### config.mk
export PLATFORM = sky130hd
export DESIGN_NAME = dma_arbiter_guard_flat
export DESIGN_NICKNAME = d
export VERILOG_FILES = /design/src/rtl/dma_arbiter_guard_if.sv /design/src/rtl/dma_arbiter_guard.sv /design/src/flat_wrapper.sv
export SDC_FILE = /design/constraint.sdc
export NUM_CORES = 1
export LEC_CHECK = 0
export ABC_AREA = 0
export BUFFER_PORTS_ARGS = -buffer_cell sky130_fd_sc_hd__buf_2
export CORE_MARGIN = 3
export CORE_UTILIZATION = 44
export DETAILED_ROUTE_END_ITERATION = 8
export PLACE_DENSITY = 0.86
export SYNTH_ARGS = -nofsm -noshare
export SYNTH_HDL_FRONTEND = slang
export SYNTH_SLANG_ARGS = --single-unit
### constraint.sdc
create_clock -name clk -period 3.4 [get_ports clk]
set_input_delay 0.34 -clock clk [delete_from_list [all_inputs] [get_ports clk]]
set_output_delay 0.34 -clock clk [all_outputs]
set_load 0.01 [all_outputs]
### src/rtl/dma_arbiter_guard_if.sv
// Bundles the requester, CPU-side DMA and guard signals of the two-master DMA arbiter.
// The master side drives requests, pc and dma_ready; the slave side is the arbiter.
interface dma_arbiter_guard_if;
    logic [15:0] pc;
    logic        req0;
    logic        req1;
    logic [15:0] addr0;
    logic [15:0] addr1;
    logic        we0;
    logic        we1;
    logic        dma_ready;
    logic        dma_en;
    logic [15:0] dma_addr;
    logic        dma_we;
    logic        gnt0;
    logic        gnt1;
    logic        violation;

    modport master (
        output pc, req0, req1, addr0, addr1, we0, we1, dma_ready,
        input  dma_en, dma_addr, dma_we, gnt0, gnt1, violation
    );

    modport slave (
        input  pc, req0, req1, addr0, addr1, we0, we1, dma_ready,
        output dma_en, dma_addr, dma_we, gnt0, gnt1, violation
    );
endinterface

### src/rtl/dma_arbiter_guard.sv
// Round-robin, burst-bounded arbiter sharing the openMSP430 DMA port between two masters.
// It also screens every beat against the SDATA/CTR regions and traps into KILL on any hit.
module dma_arbiter_guard #(
    parameter logic [15:0] SDATA_BASE    = 16'hA000,
    parameter logic [15:0] SDATA_SIZE    = 16'h1000,
    parameter logic [15:0] CTR_BASE      = 16'h9000,
    parameter logic [15:0] CTR_SIZE      = 16'h0020,
    parameter logic [15:0] RESET_HANDLER = 16'h0000,
    parameter int          MAX_BURST     = 4
) (
    input  logic                clk,
    input  logic                reset_n,
    dma_arbiter_guard_if.slave  bus
);

    typedef enum logic [1:0] {IDLE, BUSY0, BUSY1, KILL} state_t;

    // Region bounds are widened to 17 bits so BASE+SIZE at the top of memory cannot wrap.
    localparam logic [16:0] SD_LO  = {1'b0, SDATA_BASE};
    localparam logic [16:0] SD_HI  = {1'b0, SDATA_BASE} + {1'b0, SDATA_SIZE};
    localparam logic [16:0] CTR_LO = {1'b0, CTR_BASE};
    localparam logic [16:0] CTR_HI = {1'b0, CTR_BASE} + {1'b0, CTR_SIZE};
    localparam logic [3:0]  LAST_BEAT = 4'(MAX_BURST - 1);

    state_t      state_q, state_d;
    logic        rr_ptr_q, rr_ptr_d;
    logic [3:0]  burst_cnt_q, burst_cnt_d;

    logic        hit0, hit1;
    logic        sel;
    logic        sel_hit;
    logic [15:0] cur_addr;
    logic        cur_hit;
    logic        cur_req;
    logic        cur_we;

    logic        dma_en_c;
    logic [15:0] dma_addr_c;
    logic        dma_we_c;
    logic        gnt0_c;
    logic        gnt1_c;
    logic        violation_c;

    function automatic logic region_hit(input logic [15:0] a);
        logic [16:0] a17;
        a17 = {1'b0, a};
        return ((a17 >= SD_LO) && (a17 < SD_HI)) || ((a17 >= CTR_LO) && (a17 < CTR_HI));
    endfunction

    assign hit0     = region_hit(bus.addr0);
    assign hit1     = region_hit(bus.addr1);
    assign sel      = (bus.req0 && bus.req1) ? rr_ptr_q : bus.req1;
    assign sel_hit  = sel ? hit1 : hit0;
    assign cur_addr = (state_q == BUSY1) ? bus.addr1 : bus.addr0;
    assign cur_hit  = (state_q == BUSY1) ? hit1 : hit0;
    assign cur_req  = (state_q == BUSY1) ? bus.req1 : bus.req0;
    assign cur_we   = (state_q == BUSY1) ? bus.we1 : bus.we0;

    always_comb begin
        state_d     = state_q;
        rr_ptr_d    = rr_ptr_q;
        burst_cnt_d = burst_cnt_q;
        dma_en_c    = 1'b0;
        dma_addr_c  = 16'h0000;
        dma_we_c    = 1'b0;
        gnt0_c      = 1'b0;
        gnt1_c      = 1'b0;
        violation_c = 1'b0;

        case (state_q)
            IDLE: begin
                if (bus.req0 || bus.req1) begin
                    if (sel_hit) begin
                        state_d = KILL;
                    end else begin
                        state_d     = sel ? BUSY1 : BUSY0;
                        burst_cnt_d = 4'd0;
                    end
                end
            end
            BUSY0, BUSY1: begin
                dma_addr_c = cur_addr;
                dma_we_c   = cur_we;
                dma_en_c   = !cur_hit && reset_n;
                if (cur_hit) begin
                    state_d     = KILL;
                    burst_cnt_d = 4'd0;
                end else if (bus.dma_ready) begin
                    // Reset asserted mid-burst aborts the beat: no grant in that cycle.
                    gnt0_c      = (state_q == BUSY0) && reset_n;
                    gnt1_c      = (state_q == BUSY1) && reset_n;
                    burst_cnt_d = burst_cnt_q + 4'd1;
                    if (!cur_req || (burst_cnt_q == LAST_BEAT)) begin
                        state_d     = IDLE;
                        rr_ptr_d    = (state_q == BUSY0);
                        burst_cnt_d = 4'd0;
                    end
                end else if (!cur_req) begin
                    state_d = IDLE;
                end
            end
            KILL: begin
                violation_c = 1'b1;
                if ((bus.pc == RESET_HANDLER) && !(bus.req0 && hit0) && !(bus.req1 && hit1)) begin
                    state_d  = IDLE;
                    rr_ptr_d = 1'b0;
                end
            end
            default: begin
                state_d = KILL;
            end
        endcase
    end

    always_ff @(posedge clk) begin
        if (!reset_n) begin
            state_q     <= KILL;
            rr_ptr_q    <= 1'b0;
            burst_cnt_q <= 4'd0;
        end else begin
            state_q     <= state_d;
            rr_ptr_q    <= rr_ptr_d;
            burst_cnt_q <= burst_cnt_d;
        end
    end

    assign bus.dma_en    = dma_en_c;
    assign bus.dma_addr  = dma_addr_c;
    assign bus.dma_we    = dma_we_c;
    assign bus.gnt0      = gnt0_c;
    assign bus.gnt1      = gnt1_c;
    assign bus.violation = violation_c;

endmodule

### src/flat_wrapper.sv
// flat-port wrapper written by rule: the top's interface ports become plain ports
module dma_arbiter_guard_flat 
#(
    parameter logic [15:0] SDATA_BASE    = 16'hA000,
    parameter logic [15:0] SDATA_SIZE    = 16'h1000,
    parameter logic [15:0] CTR_BASE      = 16'h9000,
    parameter logic [15:0] CTR_SIZE      = 16'h0020,
    parameter logic [15:0] RESET_HANDLER = 16'h0000,
    parameter int          MAX_BURST     = 4
)
  (clk, reset_n, bus_pc, bus_req0, bus_req1, bus_addr0, bus_addr1, bus_we0, bus_we1, bus_dma_ready, bus_dma_en, bus_dma_addr, bus_dma_we, bus_gnt0, bus_gnt1, bus_violation);
  dma_arbiter_guard_if bus_i ();
  input  logic clk;
  input  logic reset_n;
  input wire logic [$bits(bus_i.pc)-1:0] bus_pc;
  input wire logic [$bits(bus_i.req0)-1:0] bus_req0;
  input wire logic [$bits(bus_i.req1)-1:0] bus_req1;
  input wire logic [$bits(bus_i.addr0)-1:0] bus_addr0;
  input wire logic [$bits(bus_i.addr1)-1:0] bus_addr1;
  input wire logic [$bits(bus_i.we0)-1:0] bus_we0;
  input wire logic [$bits(bus_i.we1)-1:0] bus_we1;
  input wire logic [$bits(bus_i.dma_ready)-1:0] bus_dma_ready;
  output wire logic [$bits(bus_i.dma_en)-1:0] bus_dma_en;
  output wire logic [$bits(bus_i.dma_addr)-1:0] bus_dma_addr;
  output wire logic [$bits(bus_i.dma_we)-1:0] bus_dma_we;
  output wire logic [$bits(bus_i.gnt0)-1:0] bus_gnt0;
  output wire logic [$bits(bus_i.gnt1)-1:0] bus_gnt1;
  output wire logic [$bits(bus_i.violation)-1:0] bus_violation;
  assign bus_i.pc = bus_pc;
  assign bus_i.req0 = bus_req0;
  assign bus_i.req1 = bus_req1;
  assign bus_i.addr0 = bus_addr0;
  assign bus_i.addr1 = bus_addr1;
  assign bus_i.we0 = bus_we0;
  assign bus_i.we1 = bus_we1;
  assign bus_i.dma_ready = bus_dma_ready;
  assign bus_dma_en = bus_i.dma_en;
  assign bus_dma_addr = bus_i.dma_addr;
  assign bus_dma_we = bus_i.dma_we;
  assign bus_gnt0 = bus_i.gnt0;
  assign bus_gnt1 = bus_i.gnt1;
  assign bus_violation = bus_i.violation;
  dma_arbiter_guard #(.SDATA_BASE(SDATA_BASE), .SDATA_SIZE(SDATA_SIZE), .CTR_BASE(CTR_BASE), .CTR_SIZE(CTR_SIZE), .RESET_HANDLER(RESET_HANDLER), .MAX_BURST(MAX_BURST)) u_core (.clk(clk), .reset_n(reset_n), .bus(bus_i));
endmodule
==> summary.md <==
| Metric | Value |
|---|---|
| Most frequent cells after synthesis | mux2i_1, nor2b_1, nor2_1, dfxtp_1, nand2_1 |
| Core area | 2230 um^2 |
| Flops & latches, synth | 7 |
| Crit. End Element | output pin |
| Clock Latency Late Sink | 260 ps |
| Largest net degree at the start of global routing | 28 |
| Final Power | 0.882 mW |
| Reg power frac | 0.126 |
| Top-area cell type share of the netlist area | 0.210 |
| TNS Setup | 0 ps |
| Comb power frac | 0.786 |
| Nets | 271 |
| Leak Pwr | 0.739 nW |
| F_max | 399 MHz |
| Internal power | 0.466 mW |
| Post-route DRC violation count | 0 |
| Input/output buffers | 75 |
| Post-cts hold buffer count | 0 |
| Crit path max-delay family | simple AND/OR/NAND/NOR gates |
| EDFF count, synth | 0 |
| DIE HEIGHT | 54.8 um |
| Routed WL per cell | 13.4 um |
| All-Layer GR Usage | 0.209 |
| VDD IR max | 443 uV |
| Sw frac | 0.472 |
| H-Tree Depth | 1 |
| DIE AREA | 3010 um^2 |
| Cts repair resizes | 0 |
| Predominant post-synthesis flop cell | dfxtp_1 |
| Global-route wire length before repair | 4640 um |
| Ant diodes | 0 |
| Synthesized netlist net count | 195 |
| P per Cell Area | 599 nW/um^2 |
| Crit path max-delay cell type | o2bb2ai_2 |
| Largest cells by area after synthesis | mux2i_1, dfxtp_1, nor2b_1 |
| Post-place setup slack | 1160 ps |
| Area leader, netlist | mux2i_1 |
| I/O pin count | 76 |
| Final period utilization | 0.737 |
| Clock group share of total power | 0.087 |
| CP dominant cell by count | and3_1 |
| Critical path data required time | 3060 ps |
| First drt pass iteration count | 4 |
| Via count | 1288 |
| Finished Cell Area | 1470 um^2 |
| CP max stage delay | 360 ps |
| Max Buffers Root-to-Sink | 2 |
| Max_slew headroom | 0.543 |
| Min setup slack post-route | 895 ps |
| Startpoint types | flip-flop |
| Worst-path clk slew | 50 ps |
| Ys async rst share | 0 |
| DRT iter0 DRCs | 26 |
| Crit-path cells | inv_1 -> ha_1 -> buf_4 -> nand2_1 -> o2bb2ai_2 -> and3_1 -> and3_1 -> buf_2 |
| RSZ-0062 raised after global routing | no |
| Synth cell types | 38 |
| Minimum clock period | 2510 ps |
| Row Count | 17 |
| Fill cell count | 216 |
| Syn_area_per_cell | 7.83 um^2 |
| Drt via density | 5.43 |
| Root buffer cell | clkbuf_4 |
| Final hold violation count | 0 |
| Critical Path AT | 2170 ps |
| Final slew viol count | 0 |
| CTS tree | done |
| Die Width | 54.8 um |
| Routability cong. | 0.859 |
| CP bufs+invs | 3 |
| Dpl cell area | 1450 um^2 |
| Synthesized area | 1050 um^2 |
| Crit path kind | reg -> out |
| Vias in the first global route | 1142 |
| Endpoints failing setup | 0 |
| Yosys warnings | 0 |
| Sink Count | 7 |
| CTS Buf Count | 3 |
| Total gr overflow | 0 |
| Synth-to-Final Area Change | 40.3% |
| CP Max Fanout | 20 |
| Antenna violations before repair | 0 |
| Final worst clock skew | 6.25 ps |
| Switching power | 0.416 mW |
| Max Cap Viol | 0 |
| Hold Path Class | in -> reg |
| Post-CTS setup buffer count | 0 |
| DP HPWL | 2620 um |
| Routed Wire Length | 3170 um |
| Sequential area share after synthesis | 0.133 |
| Final ANT Viol Nets | 0 |
| Gate Count Post-Synth | 134 |
| Share of layout cells above drive strength 1 | 0.397 |
| Initial Util | 0.470 |
| Status | finished clean |
| Worst slew pin tran | 685 ps |
[area by class of cell]
class                      count  area [um^2]  area share
clock buffer                   4         26.3      0.0178
inverter                       6         22.5      0.0153
multi-input combinational    116          866       0.588
sequential                     7          140      0.0952
tap                           28         35.0      0.0238
timing repair buffer          76          383       0.260
[per-stage QoR]
| stage | hold WS, ps | instances | utilization |
|---|---|---|---|
| after floorplan | 435 | 134 | - |
| after global placement | 454 | 233 | 0.648 |
| after detailed placement | 468 | 233 | 0.648 |
| after CTS | 428 | 237 | 0.659 |
| after global routing | 452 | 237 | 0.659 |
| final | 435 | 237 | 0.659 |
[routing by layer]
metal | vias to the layer above | GRT usage | wire, um
met5 | - | 0 | 0
li1 | 648 | - | -
met4 | 0 | 0.0747 | 44
met3 | 5 | 0.0354 | 294
met2 | 57 | 0.364 | 1550
met1 | 578 | 0.252 | 1270
[logic make-up after synthesis]
logic type,Yosys count,synth area share
buf+inv,11,0.0417
fa+ha+maj,6,0.0715
compound gates,20,0.151
flops,7,0.133
mux,22,0.210
simple gates,68,0.392
[worst paths after layout]
path	start	endpoint	slack [ps]	depth (start not counted)
worst max-delay path	u_core.state_q[0]$_SDFFE_PN1P_	bus_gnt0	890	8
worst min-delay path	reset_n	u_core.burst_cnt_q[1]$_SDFFE_PN0P_	430	2
worst max register to register	u_core.state_q[0]$_SDFFE_PN1P_	u_core.rr_ptr_q$_SDFFE_PN0P_	1310	8
worst min register to register	u_core.rr_ptr_q$_SDFFE_PN0P_	u_core.rr_ptr_q$_SDFFE_PN0P_	490	2
[sequential cells by signal (all words and copies together), names as in the netlist]
register / cells
u_core.burst_cnt_q: 4
u_core.rr_ptr_q: 1
u_core.state_q: 2
[power groups by stage]
stage               Combinational, mW  Clock [mW]  Sequential, mW
floorplan                       0.497           0           0.109
global placement                0.688           0           0.111
detailed placement              0.699           0           0.113
CTS                             0.700      0.0812           0.111
global route                    0.769      0.0830           0.113
finish                          0.694      0.0771           0.111
[cells in the final DEF (no fill, tap or decap), types with 2 or more instances in the layout]
cell type / synthesis / routed
nor2b_1: 22 / 22
o21ai_0: 3 / 3
nor2_1: 8 / 8
nor3_1: 3 / 3
nand4_1: 3 / 3
nand2b_1: 2 / 2
mux2i_1: 22 / 22
ha_1: 6 / 6
nand2_1: 7 / 7
dfxtp_1: 7 / 7
nor4_1: 6 / 6
clkbuf_4: 0 / 3
buf_2: 2 / 75
nand3_1: 4 / 4
inv_1: 6 / 6
a21oi_1: 5 / 5
nand4bb_1: 2 / 2
and3_1: 3 / 3
Note: power is estimated with default switching activity, not from simulation.
